--- src/rtl/sum16_seq.sv ---
// Nibble-serial adder controller: adds two 4*NIB-bit operands one nibble per
// clock through a pair of sum4b slices, chaining a registered carry between nibbles.

module sum4b (
    input  logic [3:0] i_a,
    input  logic [3:0] i_b,
    output logic [3:0] o_s,
    output logic       o_c
);
    assign {o_c, o_s} = {1'b0, i_a} + {1'b0, i_b};
endmodule

module sum16_seq #(
    parameter int NIB = 4
) (
    input  logic           clk,
    input  logic           rst,
    input  logic           start,
    input  logic [4*NIB-1:0] xi,
    input  logic [4*NIB-1:0] yi,
    output logic           busy,
    output logic           done,
    output logic [4*NIB-1:0] zi,
    output logic           co
);
    localparam int W  = 4 * NIB;
    localparam int CW = (NIB > 1) ? $clog2(NIB) : 1;

    typedef enum logic [1:0] {
        S_IDLE = 2'd0,
        S_RUN  = 2'd1,
        S_DONE = 2'd2
    } state_t;

    state_t        r_state;
    state_t        w_next;
    logic [W-1:0]  r_xr;
    logic [W-1:0]  r_yr;
    logic [W-1:0]  r_zi;
    logic [CW-1:0] r_cnt;
    logic          r_cr;
    logic          r_co;

    logic [3:0]    w_xn;
    logic [3:0]    w_yn;
    logic [3:0]    w_s1;
    logic [3:0]    w_s2;
    logic          w_c1;
    logic          w_c2;
    logic          w_cn;
    logic          w_last;

    assign w_xn   = r_xr[{r_cnt, 2'b00} +: 4];
    assign w_yn   = r_yr[{r_cnt, 2'b00} +: 4];
    assign w_last = (r_cnt == CW'(NIB - 1));
    // c1 and c2 are mutually exclusive, so OR gives the nibble carry
    assign w_cn   = w_c1 | w_c2;

    sum4b u_add_a (
        .i_a (w_xn),
        .i_b (w_yn),
        .o_s (w_s1),
        .o_c (w_c1)
    );

    sum4b u_add_b (
        .i_a (w_s1),
        .i_b ({3'b000, r_cr}),
        .o_s (w_s2),
        .o_c (w_c2)
    );

    always_ff @(posedge clk) begin
        if (rst) begin
            r_state <= S_IDLE;
        end else begin
            r_state <= w_next;
        end
    end

    always_comb begin
        w_next = r_state;
        case (r_state)
            S_IDLE:  if (start) w_next = S_RUN;
            S_RUN:   if (w_last) w_next = S_DONE;
            S_DONE:  w_next = S_IDLE;
            default: w_next = S_IDLE;
        endcase
    end

    always_ff @(posedge clk) begin
        if (rst) begin
            r_xr  <= '0;
            r_yr  <= '0;
            r_zi  <= '0;
            r_cnt <= '0;
            r_cr  <= 1'b0;
            r_co  <= 1'b0;
        end else begin
            case (r_state)
                S_IDLE: begin
                    if (start) begin
                        r_xr  <= xi;
                        r_yr  <= yi;
                        r_zi  <= '0;
                        r_cnt <= '0;
                        r_cr  <= 1'b0;
                        r_co  <= 1'b0;
                    end
                end
                S_RUN: begin
                    for (int n = 0; n < NIB; n++) begin
                        if (r_cnt == n[CW-1:0]) r_zi[4*n +: 4] <= w_s2;
                    end
                    r_cr  <= w_cn;
                    r_cnt <= r_cnt + 1'b1;
                    if (w_last) r_co <= w_cn;
                end
                default: ;
            endcase
        end
    end

    assign busy = (r_state == S_RUN);
    assign done = (r_state == S_DONE);
    assign zi   = r_zi;
    assign co   = r_co;

endmodule

--- config.mk ---
export PLATFORM = sky130hd
export DESIGN_NAME = sum16_seq
export DESIGN_NICKNAME = d
export VERILOG_FILES = /design/src/rtl/sum16_seq.sv
export SDC_FILE = /design/constraint.sdc
export NUM_CORES = 1
export LEC_CHECK = 0
export CORE_ASPECT_RATIO = 0.8
export CORE_UTILIZATION = 45
export DETAILED_ROUTE_END_ITERATION = 10
export GPL_ROUTABILITY_DRIVEN = 0
export PLACE_DENSITY_LB_ADDON = 0.25
export SETUP_SLACK_MARGIN = 0.15
export SYNTH_ARGS = -nofsm -noshare
export SYNTH_HDL_FRONTEND = slang
export SYNTH_HIERARCHICAL = 1
export SYNTH_SLANG_ARGS = --single-unit
--- constraint.sdc ---
create_clock -name clk -period 3.04 [get_ports clk]
set_input_delay 0.608 -clock clk [delete_from_list [all_inputs] [get_ports clk]]
set_output_delay 0.608 -clock clk [all_outputs]
set_load 0.02 [all_outputs]
==> key figures <==
Run status
  – Run status: completed

Floorplanning
  – Die area: 0.00582 mm²
  – Row cnt: 23
  – Die Y-Extent: 68.4 µm
  – Core Region: 0.00515 mm²
  – Initial Util: 48.2%
  – Die Span X: 85.0 µm
  – # IOs: 54

Synth
  – Distinct cell type count after synthesis: 28
  – Number of synthesized register bits: 54
  – Cells after synthesis: 283
  – Synthesized area per cell: 8.77 µm²
  – Sequential area share after synthesis: 43.5%
  – Synth Cell Area: 0.00248 mm²
  – Synthesis Warnings: 6

Timing
  – Final-report hold violation count: 0
  – Final Max Slew Viols: 0
  – Clock skew: 0.00798 ns
  – RSZ-0062 raised after global routing: true
  – Final min period: 2.82 ns
  – Post-route setup TNS: 0 ns
  – Final setup fails: 0
  – Final period utilization: 92.9%
  – Max frequency: 354 MHz

CTS
  – Clk buf depth: 2
  – Root buffer cell: clkbuf_8
  – Setup Buffers After CTS: 0
  – CTS tree: yes
  – Total clock buffers created by CTS: 5
  – H-tree Lvls: 2
  – Clock slew at reported path FFs: 0.10 ns
  – Worst skew pair latency: 0.31 ns
  – Clk sinks: 54

Final layout
  – Share of cells above drive strength 1: 10.4%
  – Commonest non-fill, non-tap cell in the layout: nand2_1
  – # fillers: 428
  – Post-route insts no fill: 399
  – Fin nets: 385
  – Synth-to-Final Area Change: 29.5%
  – Most frequent cells in the layout: 69 x nand2_1, 52 x dfxtp_1, 52 x clkdlybuf4s50_1
  – Final Util: 62.4%
  – ANT cells: 0

Place
  – Placed cells: 391
  – PortBufs: 53
  – Post-detail-place hpwl: 3930 µm

Drt
  – ANT nets after route: 0
  – Via/cell ratio: 5.21
  – TritonRoute pass-1 iters: 4
  – Routed vias: 2077
  – Iteration-0 DRC Markers: 65
  – DR DRC count: 0
  – Wire per inst: 13.8 µm
  – Routed WL: 5500 µm

GRT
  – First-pass GRT wire length: 8560 µm
  – Vias in the first global route: 1828
  – Total gr overflow: 0
  – Antenna violations before repair: 0
  – Pin count of the biggest net entering global routing: 36
  – GRT Util Overall: 19.3%

Setup path
  – Worst-path fanout max: 5
  – Critical path endpoint category: flop
  – Crit Path Class: flop to flop
  – Crit path required time: 3.22 ns
  – Setup crit start kind: flop
  – Critical Path AT: 3.01 ns

Pwr
  – Leakage: 0.00120 µW
  – Power Dens Cells: 485 mW/mm²
  – Peak VDD IR: 0.215 mV

Hold path
  – Hold WC Path Type: flop to flop

Job
  – Max Cap Viol: 0
[kinds of logic after synthesis]
logic type | after synthesis | synth area share, %
buffers and inverters | 42 | 7.01
and+or+nand+nor | 93 | 16.7
muxes | 9 | 7.66
adders and majority gates | 14 | 7.66
other | 1 | 0.151
AOI/OAI and AO/OA | 66 | 15.9
DFF | 54 | 43.5
xor gates and xnor gates | 4 | 1.41
[stage by stage]
step	setup WS, ns	total power, µW	hold slack, ns	area [µm²]
6_report	0.216	1560	0.458	3220
5_1_grt	0.112	1630	0.473	3220
4_1_cts	0.176	1550	0.460	3200
3_5_place_dp	0.111	1070	0.446	3080
3_3_place_gp	0.237	1060	0.443	3080
2_1_floorplan	0.189	961	0.433	2500
[cell type report]
cell class	instances	area (µm²)	share of cell area [%]
clock buffers	5	68.8	2.14
clock inverters	3	43.8	1.36
inverters	24	90.1	2.80
multi-input cells	190	1260	39.2
flip-flops and latches	54	1090	33.8
well taps	62	77.6	2.41
repair buffers	61	589	18.3
[where the power goes]
part / internal, µW / switching, µW / leakage, µW
clock: 247 / 241 / 0.0000585
sequential: 743 / 21.4 / 0.000442
combinational: 147 / 160 / 0.000704
total: 1140 / 423 / 0.00120
[final timing paths]
kind / cells past startpoint / slack (ns) / end / from
hold / removal: 2 / 0.46 / r_xr[3] / r_xr[3]
hold reg to reg: 2 / 0.46 / r_xr[3] / r_xr[3]
setup / recovery: 11 / 0.22 / co / r_cnt[0]
setup reg to reg: 11 / 0.22 / co / r_cnt[0]
[synthesized netlist by cell type]
cell	count	share of area, %
mux2i_1	1	0.40
nand3_1	3	0.60
o21a_1	1	0.30
o2111ai_1	1	0.35
nand2_1	69	10
fa_1	2	1.6
mux4_2	8	7.3
nand2b_1	7	1.8
dfxtp_1	54	44
a21oi_1	40	8.1
o21ai_0	8	1.6
nor2b_1	2	0.50
nor3b_2	1	0.50
inv_1	24	3.6
a21o_1	2	0.60
or3b_1	1	0.35
nand4_1	4	1.0
clkbuf_1	10	1.5
nand3b_1	3	0.91
nor3b_1	1	0.30
buf_6	1	0.45
conb_1	1	0.15
nor2_1	2	0.30
buf_2	7	1.4
o32ai_1	12	4.2
ha_1	12	6.0
a21oi_2	2	0.71
xnor2_1	4	1.4
[critical path, cell delays in order, from the launching register on]
cell       delay (ns)
dfxtp_4          0.39
buf_4            0.14
mux4_2           0.54
ha_1             0.32
a21o_1           0.17
a21oi_2          0.16
xnor2_1          0.10
ha_1             0.37
o21ai_1          0.12
nand2b_1         0.08
o2111ai_1        0.22
a21oi_1          0.09
[state kept, by name (all words and copies together) (netlist names)]
signal	count
co	1
r_yr	16
r_xr	16
r_cr	1
zi	16
r_cnt	2
r_state	2
[per-layer routing]
| layer | vias up | part of all wire (%) | routed length (µm) | global-route usage [%] |
|---|---|---|---|---|
| met5 | - | 0 | 0 | 0 |
| met4 | 0 | 1.3 | 71 | 5.51 |
| met3 | 8 | 6.1 | 335 | 4.10 |
| met2 | 75 | 43 | 2380 | 29.8 |
| met1 | 939 | 49 | 2710 | 27.3 |
| li1 | 1055 | - | - | - |
[what timing repair did]
item                                    CTS  global route
resized for setup                         4             6
endpoints found under the setup margin    2             4
hold buffers                              0             0
Note: power is estimated with default switching activity, not from simulation.
==> edit, RTL diff (same settings) <==
Register the outputs `busy` and `done`, without a reset; this adds one clock of latency there. The other outputs are not delayed to match.
--- a/src/rtl/sum16_seq.sv
+++ b/src/rtl/sum16_seq.sv
@@ -121,8 +121,10 @@
         end
     end
 
-    assign busy = (r_state == S_RUN);
-    assign done = (r_state == S_DONE);
+    always_ff @(posedge clk) begin
+        busy <= (r_state == S_RUN);
+        done <= (r_state == S_DONE);
+    end
     assign zi   = r_zi;
     assign co   = r_co;
 
Formal check against the unedited RTL: not equivalent (a bounded check fails within 4 cycles, from zero or initial values and one cycle with rst high).
==> edit against the original RTL <==
Final cell count is 4.0% higher; maximum frequency is 2.5% higher; highest routed layer unchanged; design area is 1.6% higher; clock skew is 0.0015 ns lower; sequential cell count is 2 higher; hold slack better by 0.0062 ns; power is 2.4% lower; worst setup slack better by 0.068 ns; wire length is 2.7% higher; sequential share of layout area is 0.70 points higher; first-iteration DRC count is 35% higher; synthesized area is 1.6% higher.
==> edit: results (changes against the original RTL) <==
status=completed (unchanged); first-pass GRT wire length=9450 µm (was 8560 µm); Register Area=1130 µm² (was 1090 µm²); Fill cells=436 (was 428); Hold Violations, Final=0 (unchanged); Clock transition at path regs=0.10 ns (about the same); clock network area share=2.95% (was 3.50%); Post-Synth Adder-Cell Area=7.54% (was 7.66%); fraction of registers with async set/reset=0% (unchanged); worst reg2reg setup slack=0.28 ns (was 0.22 ns); DP HPWL=4180 µm (was 3930 µm); commonest cells in the netlist=nand2_1, dfxtp_1, a21oi_1 (unchanged); Worst Hold Endpoint=r_xr[14]$_SDFFE_PP0P_ (was r_xr[3]$_SDFFE_PP0P_); DR WL met3=358 µm (was 335 µm); met3 usage=4.40% (was 4.10%); WP data arrival=3.00 ns (was 3.01 ns); Leak=1.21 nW (was 1.20 nW); xor/xnor cell area share of the yosys netlist=1.39% (was 1.41%); wire length per cell=13.6 µm (was 13.8 µm); vias in the first global route=1965 (was 1828); Setup Skew=0.00648 ns (was 0.00798 ns); vias per cell=5.11 (was 5.21); drt pass-1 iters=5 (was 4); Signal buffers=62 (was 61); met2 Usage GRT=34.2% (was 29.8%); Seq/Total Area, Yosys=44.4% (was 43.5%); Max IR drop VDD=338 µV (was 215 µV); Met1 Wirelength=2700 µm (was 2710 µm); mux contribution to synthesized area=7.54% (was 7.66%); met2 wire length=2480 µm (was 2380 µm); area of the multi-input gates=1270 µm² (was 1260 µm²); met1 Track Usage GR=28.3% (was 27.3%); Seq group=0.798 mW (was 0.764 mW); CTS H-tree depth=2 (unchanged); share of layout cells above drive strength 1=10.3% (was 10.4%); Nets=388 (was 385)
==> edit: critical path: stages (launching register included) <==
cell and delay, ns:
dfxtp_4 0.40, mux4_2 0.55, ha_4 0.18, inv_1 0.06
fa_1 0.42, inv_2 0.07, inv_1 0.05, fa_2 0.36
buf_4 0.14, xnor2_1 0.18, nand4_1 0.11, a21oi_1 0.16
==> edit: per-stage QoR <==
stage	area (µm²)	setup slack (ns)	hold WS [ns]	total power [mW]	cells
after CTS	3240	0.159	0.462	1.52	414
after global placement	3140	0.212	0.444	1.09	406
final	3270	0.285	0.464	1.52	415
after floorplan	2540	0.189	0.433	0.989	288
after detailed placement	3140	0.0753	0.447	1.10	406
after global routing	3270	0.154	0.487	1.60	415
==> edit: timing repair <==
item,in CTS,in global routing
cloned,0,0
setup buffers,0,1
pin swaps,1,2
hold endpoints to repair,0,0
endpoints found under the setup margin,2,9
gates resized for setup,2,7
